**config.mk**
```make
export PLATFORM = sky130hd
export DESIGN_NAME = rtc_bus_arbiter
export DESIGN_NICKNAME = d
export VERILOG_FILES = /design/src/rtl/rtc_bus_arbiter.sv
export SDC_FILE = /design/constraint.sdc
export NUM_CORES = 1
export LEC_CHECK = 0
export CAP_MARGIN = 20
export CORE_UTILIZATION = 42
export CTS_CLUSTER_SIZE = 12
export DETAILED_ROUTE_END_ITERATION = 12
export PLACE_DENSITY = 0.81
export RECOVER_POWER = 25
export SETUP_SLACK_MARGIN = 0.05
export SYNTH_ARGS = -nofsm -noshare
export SYNTH_HDL_FRONTEND = slang
export SYNTH_SLANG_ARGS = --single-unit
```
**constraint.sdc**
```tcl
create_clock -name clk -period 2.4 [get_ports clk]
set_input_delay 0.24 -clock clk [delete_from_list [all_inputs] [get_ports clk]]
set_output_delay 0.24 -clock clk [all_outputs]
set_load 0.01 [all_outputs]
```
**src/rtl/rtc_bus_arbiter.sv**
```systemverilog
// -----------------------------------------------------------------------------
// rtc_bus_arbiter
// Single owner of the shared RTC address/data bus. One of six sources (init,
// soft reset, time write, chrono program, chrono run, background read) holds
// the bus at a time. Ownership is a registered state. It changes only on a clock
// edge where frame_cnt marks the last cycle of an RTC frame. The bus outputs
// are a zero-latency mux of the owner's source buses.
//
// Ports
//   clk          in   system clock
//   reset        in   asynchronous, active-low reset
//   frame_cnt    in   [6:0] frame counter from the function generator
//   req_reset    in   soft-reset request (async level)
//   req_write    in   time-write request (async level)
//   req_crono    in   chrono-program request (async level)
//   req_cract    in   chrono-run request (async level)
//   addr_init    in   [7:0] init/soft-reset sequencer address
//   data_init    in   [7:0] init/soft-reset sequencer data
//   addr_read    in   [7:0] read sequencer address
//   addr_wr      in   [7:0] write-machine address (write, crono, cract)
//   data_wr      in   [7:0] write-machine data (write, crono, cract)
//   address      out  [7:0] bus address
//   data         out  [7:0] bus write data, 8'h00 when data_oe=0
//   data_oe      out  data valid/driven
//   ind_maquina  out  0 = write frame, 1 = read frame
//   grant        out  [5:0] one-hot {cract,crono,write,srst,init,read}
//   init_active  out  high while the init source owns the bus
// -----------------------------------------------------------------------------
module rtc_bus_arbiter #(
  parameter logic [6:0]  FRAME_END   = 7'h4A,
  parameter int unsigned INIT_CYCLES = 1034,
  parameter logic [7:0]  CRONO_ADDR  = 8'h00
) (
  input  logic       clk,
  input  logic       reset,
  input  logic [6:0] frame_cnt,
  input  logic       req_reset,
  input  logic       req_write,
  input  logic       req_crono,
  input  logic       req_cract,
  input  logic [7:0] addr_init,
  input  logic [7:0] data_init,
  input  logic [7:0] addr_read,
  input  logic [7:0] addr_wr,
  input  logic [7:0] data_wr,
  output logic [7:0] address,
  output logic [7:0] data,
  output logic       data_oe,
  output logic       ind_maquina,
  output logic [5:0] grant,
  output logic       init_active
);

  typedef enum logic [2:0] {
    S_INIT  = 3'd0,
    S_SRST  = 3'd1,
    S_WRITE = 3'd2,
    S_CRONO = 3'd3,
    S_CRACT = 3'd4,
    S_READ  = 3'd5
  } state_t;

  localparam int unsigned      CNT_W    = $clog2(INIT_CYCLES);
  localparam logic [CNT_W-1:0] CNT_LAST = CNT_W'(INIT_CYCLES - 1);

  // Request bit order inside the synchronizer: {cract, crono, write, reset}
  logic [3:0]       req_meta;
  logic [3:0]       req_sync;
  state_t           state;
  state_t           next_state;
  logic [CNT_W-1:0] init_cnt;
  logic             init_done;
  logic             boundary;

  assign boundary = (frame_cnt == FRAME_END);

  // Two-flop synchronizer for the asynchronous request switches
  always_ff @(posedge clk or negedge reset) begin
    if (!reset) begin
      req_meta <= 4'b0000;
      req_sync <= 4'b0000;
    end else begin
      req_meta <= {req_cract, req_crono, req_write, req_reset};
      req_sync <= req_meta;
    end
  end

  // Next owner: held mid-frame, fixed-priority pick at the frame boundary
  always_comb begin
    next_state = state;
    case (state)
      S_INIT, S_SRST, S_WRITE, S_CRONO, S_CRACT, S_READ: begin
        if (boundary) begin
          if (!init_done)       next_state = S_INIT;
          else if (req_sync[0]) next_state = S_SRST;
          else if (req_sync[1]) next_state = S_WRITE;
          else if (req_sync[2]) next_state = S_CRONO;
          else if (req_sync[3]) next_state = S_CRACT;
          else                  next_state = S_READ;
        end else begin
          next_state = state;
        end
      end
      // Unused encodings fall back to a fresh init window
      default: next_state = S_INIT;
    endcase
  end

  // Owner register
  always_ff @(posedge clk or negedge reset) begin
    if (!reset) begin
      state <= S_INIT;
    end else begin
      state <= next_state;
    end
  end

  // Init window counter; entering soft reset re-arms the full window
  always_ff @(posedge clk or negedge reset) begin
    if (!reset) begin
      init_cnt  <= '0;
      init_done <= 1'b0;
    end else if (boundary && (next_state == S_SRST)) begin
      init_cnt  <= '0;
      init_done <= 1'b0;
    end else if (state == S_INIT) begin
      if (init_cnt == CNT_LAST) begin
        init_done <= 1'b1;
      end else begin
        init_cnt <= init_cnt + {{(CNT_W-1){1'b0}}, 1'b1};
      end
    end else begin
      init_cnt  <= init_cnt;
      init_done <= init_done;
    end
  end

  // Bus mux decoded from the registered owner
  always_comb begin
    address     = addr_init;
    data        = data_init;
    data_oe     = 1'b1;
    ind_maquina = 1'b0;
    grant       = 6'b000010;
    init_active = 1'b0;
    case (state)
      S_INIT: begin
        init_active = 1'b1;
      end
      S_SRST: begin
        grant = 6'b000100;
      end
      S_WRITE: begin
        address = addr_wr;
        data    = data_wr;
        grant   = 6'b001000;
      end
      S_CRONO: begin
        // Chrono programming only writes at its single configuration address
        address = addr_wr;
        grant   = 6'b010000;
        if (addr_wr == CRONO_ADDR) begin
          data    = data_wr;
          data_oe = 1'b1;
        end else begin
          data    = 8'h00;
          data_oe = 1'b0;
        end
      end
      S_CRACT: begin
        address = addr_wr;
        data    = data_wr;
        grant   = 6'b100000;
      end
      S_READ: begin
        address     = addr_read;
        data        = 8'h00;
        data_oe     = 1'b0;
        ind_maquina = 1'b1;
        grant       = 6'b000001;
      end
      default: begin
        init_active = 1'b1;
      end
    endcase
  end

endmodule

```
# Word level (Yosys, flattened, before mapping)
# Cells that the tools add are included.
# word_totals
wordCells	47
inputBits	53
regBits	23
output_inout_bits	25
# classes
eq_ne	9
muxes	21
n_addsub	1
reduce_logical	11
# op_table
cell	n
$mux W11	3
$pmux W6 S5	1
$pmux W8 S3	1
$mux W3	6
$pmux W8 S2	1
$add A11 B1 Y11 const B	1
$eq A11 B11 Y1 const B	1
$logic_not A8 Y1	1
$mux W8	1
$eq A7 B7 Y1 const B	1
$mux W1	7
$eq A3 B1 Y1 const B	2
$eq A3 B2 Y1 const B	2
$eq A3 B3 Y1 const B	2
$reduce_or A6 Y1	1
$reduce_or A5 Y1	1
$reduce_and A2 Y1	2
$reduce_bool A2 Y1	2
$logic_not A3 Y1	1
$reduce_or A3 Y1	1
$ne A2 B2 Y1 const B	1
$pmux W1 S2	1
$reduce_or A2 Y1	1
$logic_and A1 B1 Y1	1

# Longest topological paths before layout
# depth
word_depth	11
mapped_depth	7
mapped_depth_nobuf	6

# Worst setup path after synthesis
# Ideal clock, no wire load.
# synth_path
path_kind	in2out
startpoint	input addr_wr[5]
endpoint	output data[0]
required_time_ns	2.160
path_stages	4
n_path_buf	0
setup_slack_ns	0.663
t_arrival_ns	1.497
path_cell_list	or4_1 -> o21ai_1 -> a311oi_1 -> a21oi_1
# synth_via
elab_chain_len	3
# synth_lines
item	line	text
start: declaration	44	input logic [7:0] addr_wr,
$logic_not A8 Y1	162	if (addr_wr == CRONO_ADDR) begin
$mux W8	162	
$pmux W8 S3	146	case (state)
end: declaration	47	output logic [7:0] data,
# Every way passes these cells.

# Final worst setup path
# layout_path
startpoint	input addr_wr[0]
endpoint	output data[7]
# Same word-level chain as after synthesis.

==> flow_metrics.env <==
export IMPL_overflow=0
export IMPL_die_width_um=66.4
export IMPL_yosysUniqueCellTypes=40
export IMPL_gp_congestion=0.805
export IMPL_vdd_ir_drop_worst_mv=0.496
export IMPL_final_nets=347
export IMPL_postSynthAreaPerCell_um2=8.36
export IMPL_first_iter_violations=86
export IMPL_finalHoldViolations=0
export IMPL_leakage_uw=0.00104
export IMPL_synth_top_area_cell="dfrtp_1"
export IMPL_insertion_delay_ns=0.27
export IMPL_dpl_hpwl_mm=3.43
export IMPL_coreArea_um2=4000
export IMPL_fmax_ghz=0.439
export IMPL_startpoint_type="primary input"
export IMPL_antenna_cells=0
export IMPL_synth_nets=263
export IMPL_clk_pin_slew_ns=0.08
export IMPL_period_needed_ns=2.28
export IMPL_cts_buffers=3
export IMPL_worst_clock_skew_ns=0.00315
export IMPL_antenna_found_initial=0
export IMPL_synth_area_top_cells="dfrtp_1, mux2i_1, o21ai_0"
export IMPL_ys_seq_elements=23
export IMPL_dr_pass1_iters=4
export IMPL_cp_end_kind="primary output"
export IMPL_worst_ep_required_time_ns=2.16
export IMPL_worst_pin_slew_ns=1.21
export IMPL_viasPerCell=5.26
export IMPL_cts_sinks=23
export IMPL_crit_arrival_ns=2.04
export IMPL_drc=0
export IMPL_power_density_nw_per_um2=832
export IMPL_async_flop_share=1.00
export IMPL_grt_pass1_wl_mm=7.20
export IMPL_synth_edf_count=0
export IMPL_total_power_uw=2210
export IMPL_yosysWarnings=0
export IMPL_grt_max_degree=28
export IMPL_crit_type="primary input to primary output"
export IMPL_slew_violations=0
export IMPL_cap_violations=0
export IMPL_synth_top_cells_by_count="nand2_1, dfrtp_1, nor2_1, o21ai_0, mux2i_1"
export IMPL_die_y_um=66.4
export IMPL_yosysSeqAreaShare=0.331
export IMPL_hold_path_class="flip-flop to flip-flop"
export IMPL_start_util=0.435
export IMPL_final_area_um2=2660
export IMPL_syn2layout_area_growth_pct=52.9
export IMPL_wl_per_cell_um=13.1
export IMPL_grt_setup_unrepaired="false"
export IMPL_fin_crit_sh=0.950
export IMPL_fill_cells=354
export IMPL_yosys_most_used_dff="dfrtp_1"
export IMPL_drive_above_1_share=0.110
export IMPL_grt_pass1_vias=1657
export IMPL_critical_path_max_fanout=8
export IMPL_synth_top_area_frac=0.331
export IMPL_clock_path_buffers=2
export IMPL_setup_viol=0
export IMPL_synthMostInstantiatedCell="nand2_1"
export IMPL_num_vias=1795
export IMPL_die_area_um2=4400
export IMPL_drt_wl_total_mm=4.48
export IMPL_port_buffers=77
export IMPL_cts_tree="built"
export IMPL_status="complete, no violations"
export IMPL_boundaryPins=78
export IMPL_track_usage=0.208
export IMPL_dpl_cell_area_um2=2640
export IMPL_cts_root_buffer="clkbuf_8"
export IMPL_syn_inst=208
export IMPL_slew_limit_headroom=0.195
export IMPL_netlist_area_um2=1740
export IMPL_htreeDepth=1
export IMPL_num_rows=23
export IMPL_setup_tns_ns=0
export IMPL_antenna_left=0
[cell usage in the layout (no fill, tap or decap), drive strengths merged, types with 10 or more instances in the layout]
cell type and count:
a21oi 10, buf 15, clkdlybuf4s50 63, dfrtp 23, mux2i 16, nand2 26, nor2 23, nor2b 10
o21ai 21
[repair_timing]
action                     4_1_cts  5_1_grt
gates cloned                     0        0
resized for setup                8        9
setup buffers                    0        0
hold buffers                     0        0
setup endpoints to repair        8        6
[stage by stage]
stage / worst slack [ns] / util / hold WS [ns] / instances
2_1_floorplan: 0.663 / - / -0.0556 / 208
3_3_place_gp: -0.182 / 0.659 / 0.332 / 337
3_5_place_dp: -0.164 / 0.659 / 0.336 / 337
4_1_cts: 0.0748 / 0.668 / 0.336 / 341
5_1_grt: 0.0508 / 0.665 / 0.361 / 341
6_report: 0.120 / 0.665 / 0.351 / 341
[state kept, by name (all words and copies together), names as in the netlist]
name       count
init_cnt      11
init_done      1
req_meta       4
req_sync       4
state          3
[cell type report]
type / instances / area, µm² / share of cell area
multi-input cells: 167 / 1080 / 0.405
repair buffers: 93 / 883 / 0.332
flip-flops and latches: 23 / 577 / 0.217
well taps: 50 / 62.6 / 0.0235
clock buffers: 4 / 45.0 / 0.0169
inverters: 4 / 15.0 / 0.00564
[power by group]
part / switching [µW] / internal, µW / total, µW
Combinational: 687 / 693 / 1380
Clock: 122 / 119 / 241
Sequential: 121 / 471 / 592
Total: 931 / 1280 / 2210
[logic make-up after synthesis]
logic type	share of synthesized area
adders and majority gates	0.0144
AOI/OAI and AO/OA	0.195
DFF	0.331
xor gates and xnor gates	0.0403
muxes	0.0921
and+or+nand+nor	0.278
buffers and inverters	0.0496
[path summary, 6_finish.rpt]
| kind | endpoint | startpoint | slack [ns] | cells past startpoint |
|---|---|---|---|---|
| min in group asynchronous | init_cnt[8] | reset | 0.74 | 2 |
| worst min-delay path | req_sync[3] | req_meta[3] | 0.35 | 0 |
| worst min register to register | req_sync[3] | req_meta[3] | 0.35 | 0 |
| worst max-delay path | data[7] | addr_wr[0] | 0.12 | 7 |
| max in group asynchronous | state[1] | reset | 0.86 | 2 |
| worst max register to register | init_cnt[2] | state[2] | 0.51 | 4 |
[worst max-delay path, stage by stage]
cell and delay [ns]:
clkdlybuf4s50_1 0.44, or4_1 0.55, o21ai_1 0.14, buf_4 0.17, a311oi_1 0.09, a21oi_1 0.12
dlygate4sd2_1 0.28
[metal layers]
metal  part of all wire  up-vias  global-route usage  wire, µm
met3              0.055        5              0.0241       247
met1               0.45      805               0.248      2000
met5                  0        -                   0         0
met2               0.49       66               0.393      2190
met4             0.0096        0              0.0479        43
li1                   -      919                   -         -
No activity file was read; power rests on OpenSTA's default activity.
==> variant 1: new RTL, config.mk and constraints unchanged <==
Re-encode `state_t` (6 states) as one-hot, 6 bits wide.
--- a/src/rtl/rtc_bus_arbiter.sv
+++ b/src/rtl/rtc_bus_arbiter.sv
@@ -52,11 +52,11 @@
 );
 
-  typedef enum logic [2:0] {
-    S_INIT  = 3'd0,
-    S_SRST  = 3'd1,
-    S_WRITE = 3'd2,
-    S_CRONO = 3'd3,
-    S_CRACT = 3'd4,
-    S_READ  = 3'd5
+  typedef enum logic [5:0] {
+    S_INIT  = 6'b000001,
+    S_SRST  = 6'b000010,
+    S_WRITE = 6'b000100,
+    S_CRONO = 6'b001000,
+    S_CRACT = 6'b010000,
+    S_READ  = 6'b100000
   } state_t;
 
Behaviour: same outputs for any inputs over 10 cycles, from zero or initial values and one cycle with reset low; not proved beyond that.
==> variant 1 against the original RTL <==
The run now ends with setup timing left. Routed wire length rose by 10%. Synthesized area fell by 9.3%. Cell area hardly changed. Sequential share of layout area grew 2.8 points. Sequential cell count rose by 3. Fmax is 7.2% lower. Global-route usage rose by 4.6 points. Worst hold slack better by 0.55 ps. First-iteration DRC count is 12% higher. Via count down 2.4%. Non-clock buffer count up 17. Utilization grew 10 points. Worst setup slack worse by 180 ps. Largest cell class is now buffers. Highest routed layer unchanged.
Power is not compared: it rests on default switching activity, and its combinational part moved more than twofold at a synthesized area within 25%.
==> variant 1: results (changes against the original RTL) <==
run_status:
  status: "finished, violations left"  # was finished, final reports clean
  violations: "setup timing"
hold_path:
  min_from: "req_meta[2]$_DFF_PN0_"  # was req_meta[3]$_DFF_PN0_
  min_to: "req_sync[2]$_DFF_PN0_"  # was req_sync[3]$_DFF_PN0_
cells_and_area:
  layout-drive-gt1-share_pct: 26.3  # was 11.0%
  nFillCells: 252  # was 354
  final_nets: 330  # was 347
  final_util_pct: 76.7  # was 66.5%
  stdcell_count: 320  # was 341
setup_path:
  worstPathMaxFanout: 6  # was 8
  r2r_slack_ps: 100  # was 510 ps
  crit_path_end: "data[2]"  # was data[7]
  critPathLaunch: "state[4]$_DFF_PN0_"  # was addr_wr[0]
  slowest_stage: "or4b_4"  # was or4_1
  cp_data_arrival_time_ps: 2220  # was 2040 ps
  rr_worst_depth: 6  # was 4
  reg2reg_to: "init_cnt[7]$_DFFE_PN0P_"  # was init_cnt[2]$_DFFE_PN0P_
global_route:
  grt_use_met3_pct: 4.71  # was 2.41%
  use_met2_pct: 45.8  # was 39.3%
  grt_pass1_wl_mm: 8.07  # was 7.20 mm
  track_usage_pct: 25.4  # was 20.8%
  grt_pass1_vias: 1702  # was 1,657
  grt_use_met1_pct: 29.7  # was 24.8%
  grt_max_degree: 17  # was 28
sta:
  finalSetupTns_ps: -116  # was 0 ps
  setup_viol: 4  # was 0
  worst_slack_ps: -56.2  # was 120 ps
  slew_headroom_pct: 51.5  # was 19.5%
  fin_hold_ws_ps: 352  # was 351 ps
route:
  drt-met1-wl_mm: 2.03  # was 2.00 mm
  met2WireLength_mm: 2.47  # was 2.19 mm
  wl_met3_um: 361  # was 247 um
  drt_iter0_markers: 96  # was 86
  drt-wirelength-per-cell_um: 15.4  # was 13.1 um
  vias: 1752  # was 1,795
placed_design:
  gp_congestion: 0.893  # was 0.805
  postPlaceCellArea_mm2: 0.00247  # was 0.00264 mm^2
  hpwl_mm: 3.40  # was 3.43 mm
  dp_slack_ps: -480  # was -164 ps
  numPlacedInstances: 298  # was 337
power:
  p_total_w: 0.00141
synth:
  synthesis.nets: 224  # was 263
  synth-seq-area-share_pct: 41.3  # was 33.1%
  yosysUniqueCellTypes: 44  # was 40
  synth_area_leaders: "dfrtp_1 (40%), a22o_1 (8.9%), a21oi_1 (4.4%), a21o_1 (3.8%), nand2_1 (2.9%)"  # was dfrtp_1 (33%), mux2i_1 (9.2%), o21ai_0 (5.8%), nand2_1 (5.6%), nor2_1 (4.5%)
  ys_top_cells_by_count: "dfrtp_1 (25), a22o_1 (16), a21oi_1 (14), nand2_1 (12), nor2_1 (11)"  # was nand2_1 (26), dfrtp_1 (23), nor2_1 (21), o21ai_0 (20), mux2i_1 (16)
  synthCells: 169  # was 208
cts:
  post_cts_buffers: 11  # was 0
  cts_resized: 80  # was 8
## variant 1: cell types whose count changed after synthesis, moves of 8 or more
cell	unedited run	this run
a22o_1	0	16
mux2i_1	16	1
nand2_1	26	12
o21ai_0	20	7
nor2_1	21	11
nor2b_1	10	1
a21o_1	0	8
a22oi_1	8	0
a311oi_1	8	0
## variant 1: final cells by class
type                       count  share of cell area (%)
timing repair buffer         110                    35.7
inverter                       3                   0.424
sequential                    26                    24.5
tap                           46                    2.16
multi-input combinational    131                    35.1
clock buffer                   4                    2.07
## variant 1: cell families (layout without fill, tap and decap cells)
logic type	after synthesis	in the layout	share of synthesized area, %
AND/OR/NAND/NOR	72	73	27.5
buffers and inverters	13	117	4.12
flip-flops	26	26	41.3
adder cells (fa/ha/maj)	2	2	1.59
AO/OA/AOI/OAI	51	51	22.6
multiplexers	1	1	0.634
XOR/XNOR	4	4	2.22
==> variant 2: new RTL, config.mk and constraints unchanged <==
Without the edit above. Change the parameter `INIT_CYCLES` from 1034 to 2068.
--- a/src/rtl/rtc_bus_arbiter.sv
+++ b/src/rtl/rtc_bus_arbiter.sv
@@ -29,5 +29,5 @@
 module rtc_bus_arbiter #(
   parameter logic [6:0]  FRAME_END   = 7'h4A,
-  parameter int unsigned INIT_CYCLES = 1034,
+  parameter int unsigned INIT_CYCLES = 2068,
   parameter logic [7:0]  CRONO_ADDR  = 8'h00
 ) (
Check against the original RTL: same outputs for any inputs over 10 cycles, from zero or initial values and one cycle with reset low; that may be too few to reach the edited logic, so the function may still have changed.
==> variant 2 against the original RTL <==
First-iteration DRC count shrank 19%. Worst setup slack gained 7.9 ps. Total power grew 7.2%. Sequential cell count grew 1. Routed wire length grew 8.9%. Cell area grew 2.7%. Critical path type unchanged. Synthesized area grew 1.2%. Sequential share of layout area grew 0.43 points. Largest cell class unchanged.
==> variant 2: results (changes against the original RTL) <==
cells_and_area:
  top_regs: "init_cnt x12, req_meta x4, req_sync x4"  # was init_cnt x11, req_meta x4, req_sync x4
  fin_area_mm2: 0.00273  # was 0.00266 mm^2
  multiInputGateArea_mm2: 0.00108  # about the same
  nFillCells: 325  # was 354
  final_nets: 350  # was 347
  largest_register_ffs: 12  # was 11
  inv_count: 1  # was 4
  buffers: 96  # was 93
  multi_input_gates: 170  # was 167
  layout-drive-gt1-share_pct: 11.2  # was 11.0%
  final-clk-cell-share_pct: 2.61  # was 1.69%
  buf_share_pct: 33.2  # about the same
route:
  wl_met3_um: 320  # was 247 um
  drt_iter0_markers: 70  # was 86
  drt-met1-wl_mm: 2.08  # was 2.00 mm
  drt-total-wl_mm: 4.88  # was 4.48 mm
  dr.max_layer_used: "met4"  # unchanged
  met2WireLength_mm: 2.28  # was 2.19 mm
synth:
  synthesis.nets: 264  # was 263
  synth-seq-area-share_pct: 34.1  # was 33.1%
  ys_top_cells_by_count: "nand2_1 (26), dfrtp_1 (24), a21oi_1 (18), mux2i_1 (16), nor2_1 (14)"  # was nand2_1 (26), dfrtp_1 (23), nor2_1 (21), o21ai_0 (20), mux2i_1 (16)
  netlist_area_mm2: 0.00176  # was 0.00174 mm^2
global_route:
  track_usage_pct: 22.5  # was 20.8%
  grt_pass1_wl_mm: 7.56  # was 7.20 mm
  grt_max_degree: 25  # was 28
  grt_pass1_vias: 1635  # was 1,657
hold_path:
  hp-class: "flop to flop"  # unchanged
power:
  ir_drop_mv: 0.493  # was 0.496 mV
sta:
  tightest_slew_ps: 1230  # was 1210 ps
  skew_ps: 6.79  # was 3.15 ps
placed_design:
  dp_slack_ps: -189  # was -164 ps
  hpwl_mm: 3.73  # was 3.43 mm
  gp_congestion: 0.941  # was 0.805
setup_path:
  r2r_slack_ps: 660  # was 510 ps
  reg2reg_from: "state[1]$_DFF_PN0_"  # was state[2]$_DFF_PN0_
  reg2reg_to: "init_cnt[11]$_DFFE_PN0P_"  # was init_cnt[2]$_DFFE_PN0P_
cts:
  htree_num_levels: 1  # unchanged
  clk_pin_slew_worst_paths_ps: 80  # about the same
  clock_sinks: 24  # was 23
run_status:
  status: "finished, final reports clean"  # unchanged
variant 2: worst max-delay path by stage:
stage                     cells after the start      end  slack, ps               start
after detailed placement                      7  data[5]       -190          addr_wr[4]
final                                         7  data[2]        130          addr_wr[0]
after floorplan                               5  data[0]        730  state[1]$_DFF_PN0_
after global placement                        7  data[5]       -150          addr_wr[4]
after global routing                          7  data[1]         30          addr_wr[1]
after CTS                                     5  data_oe         70          addr_wr[4]
variant 2: cell families after synthesis:
| group | synth area share [%] |
|---|---|
| DFF | 34.1 |
| adders and majority gates | 0.711 |
| AOI/OAI and AO/OA | 21.1 |
| buffers and inverters | 4.48 |
| and+or+nand+nor | 27.5 |
| muxes | 9.10 |
| xor gates and xnor gates | 2.99 |
variant 2: where the power goes:
| group | switching [W] | leakage [nW] | internal, W | total (W) |
|---|---|---|---|---|
| logic | 0.000688 | 0.731 | 0.000714 | 0.00140 |
| registers | 0.000126 | 0.298 | 0.000494 | 0.000620 |
| clock network | 0.000129 | 0.0357 | 0.000223 | 0.000352 |
| total | 0.000943 | 1.06 | 0.00143 | 0.00237 |
variant 2: timing repair:
| action | CTS | global route |
|---|---|---|
| resized for setup | 8 | 7 |
| buffers inserted | 0 | 1 |
| endpoints found under the setup margin | 8 | 14 |
| endpoints found under the hold margin | 0 | 0 |
variant 2: layer usage:
metal	vias to the layer above	GRT usage (%)
li1	952	-
met1	908	28.7
met2	77	35.7
met3	19	3.77
met4	0	12.2
met5	-	0
variant 2: worst max-delay path, cell delays in order:
cell and delay (ps):
clkdlybuf4s50_1 430, or4_1 570, o21ai_2 130, buf_4 160
a311oi_1 90, a21oi_1 120, dlygate4sd2_1 270
variant 2: per-stage QoR:
stage	cells	hold WS, ps
finish	345	354
global route	345	361
CTS	344	327
detailed placement	340	337
global placement	340	333
floorplan	210	-55.6
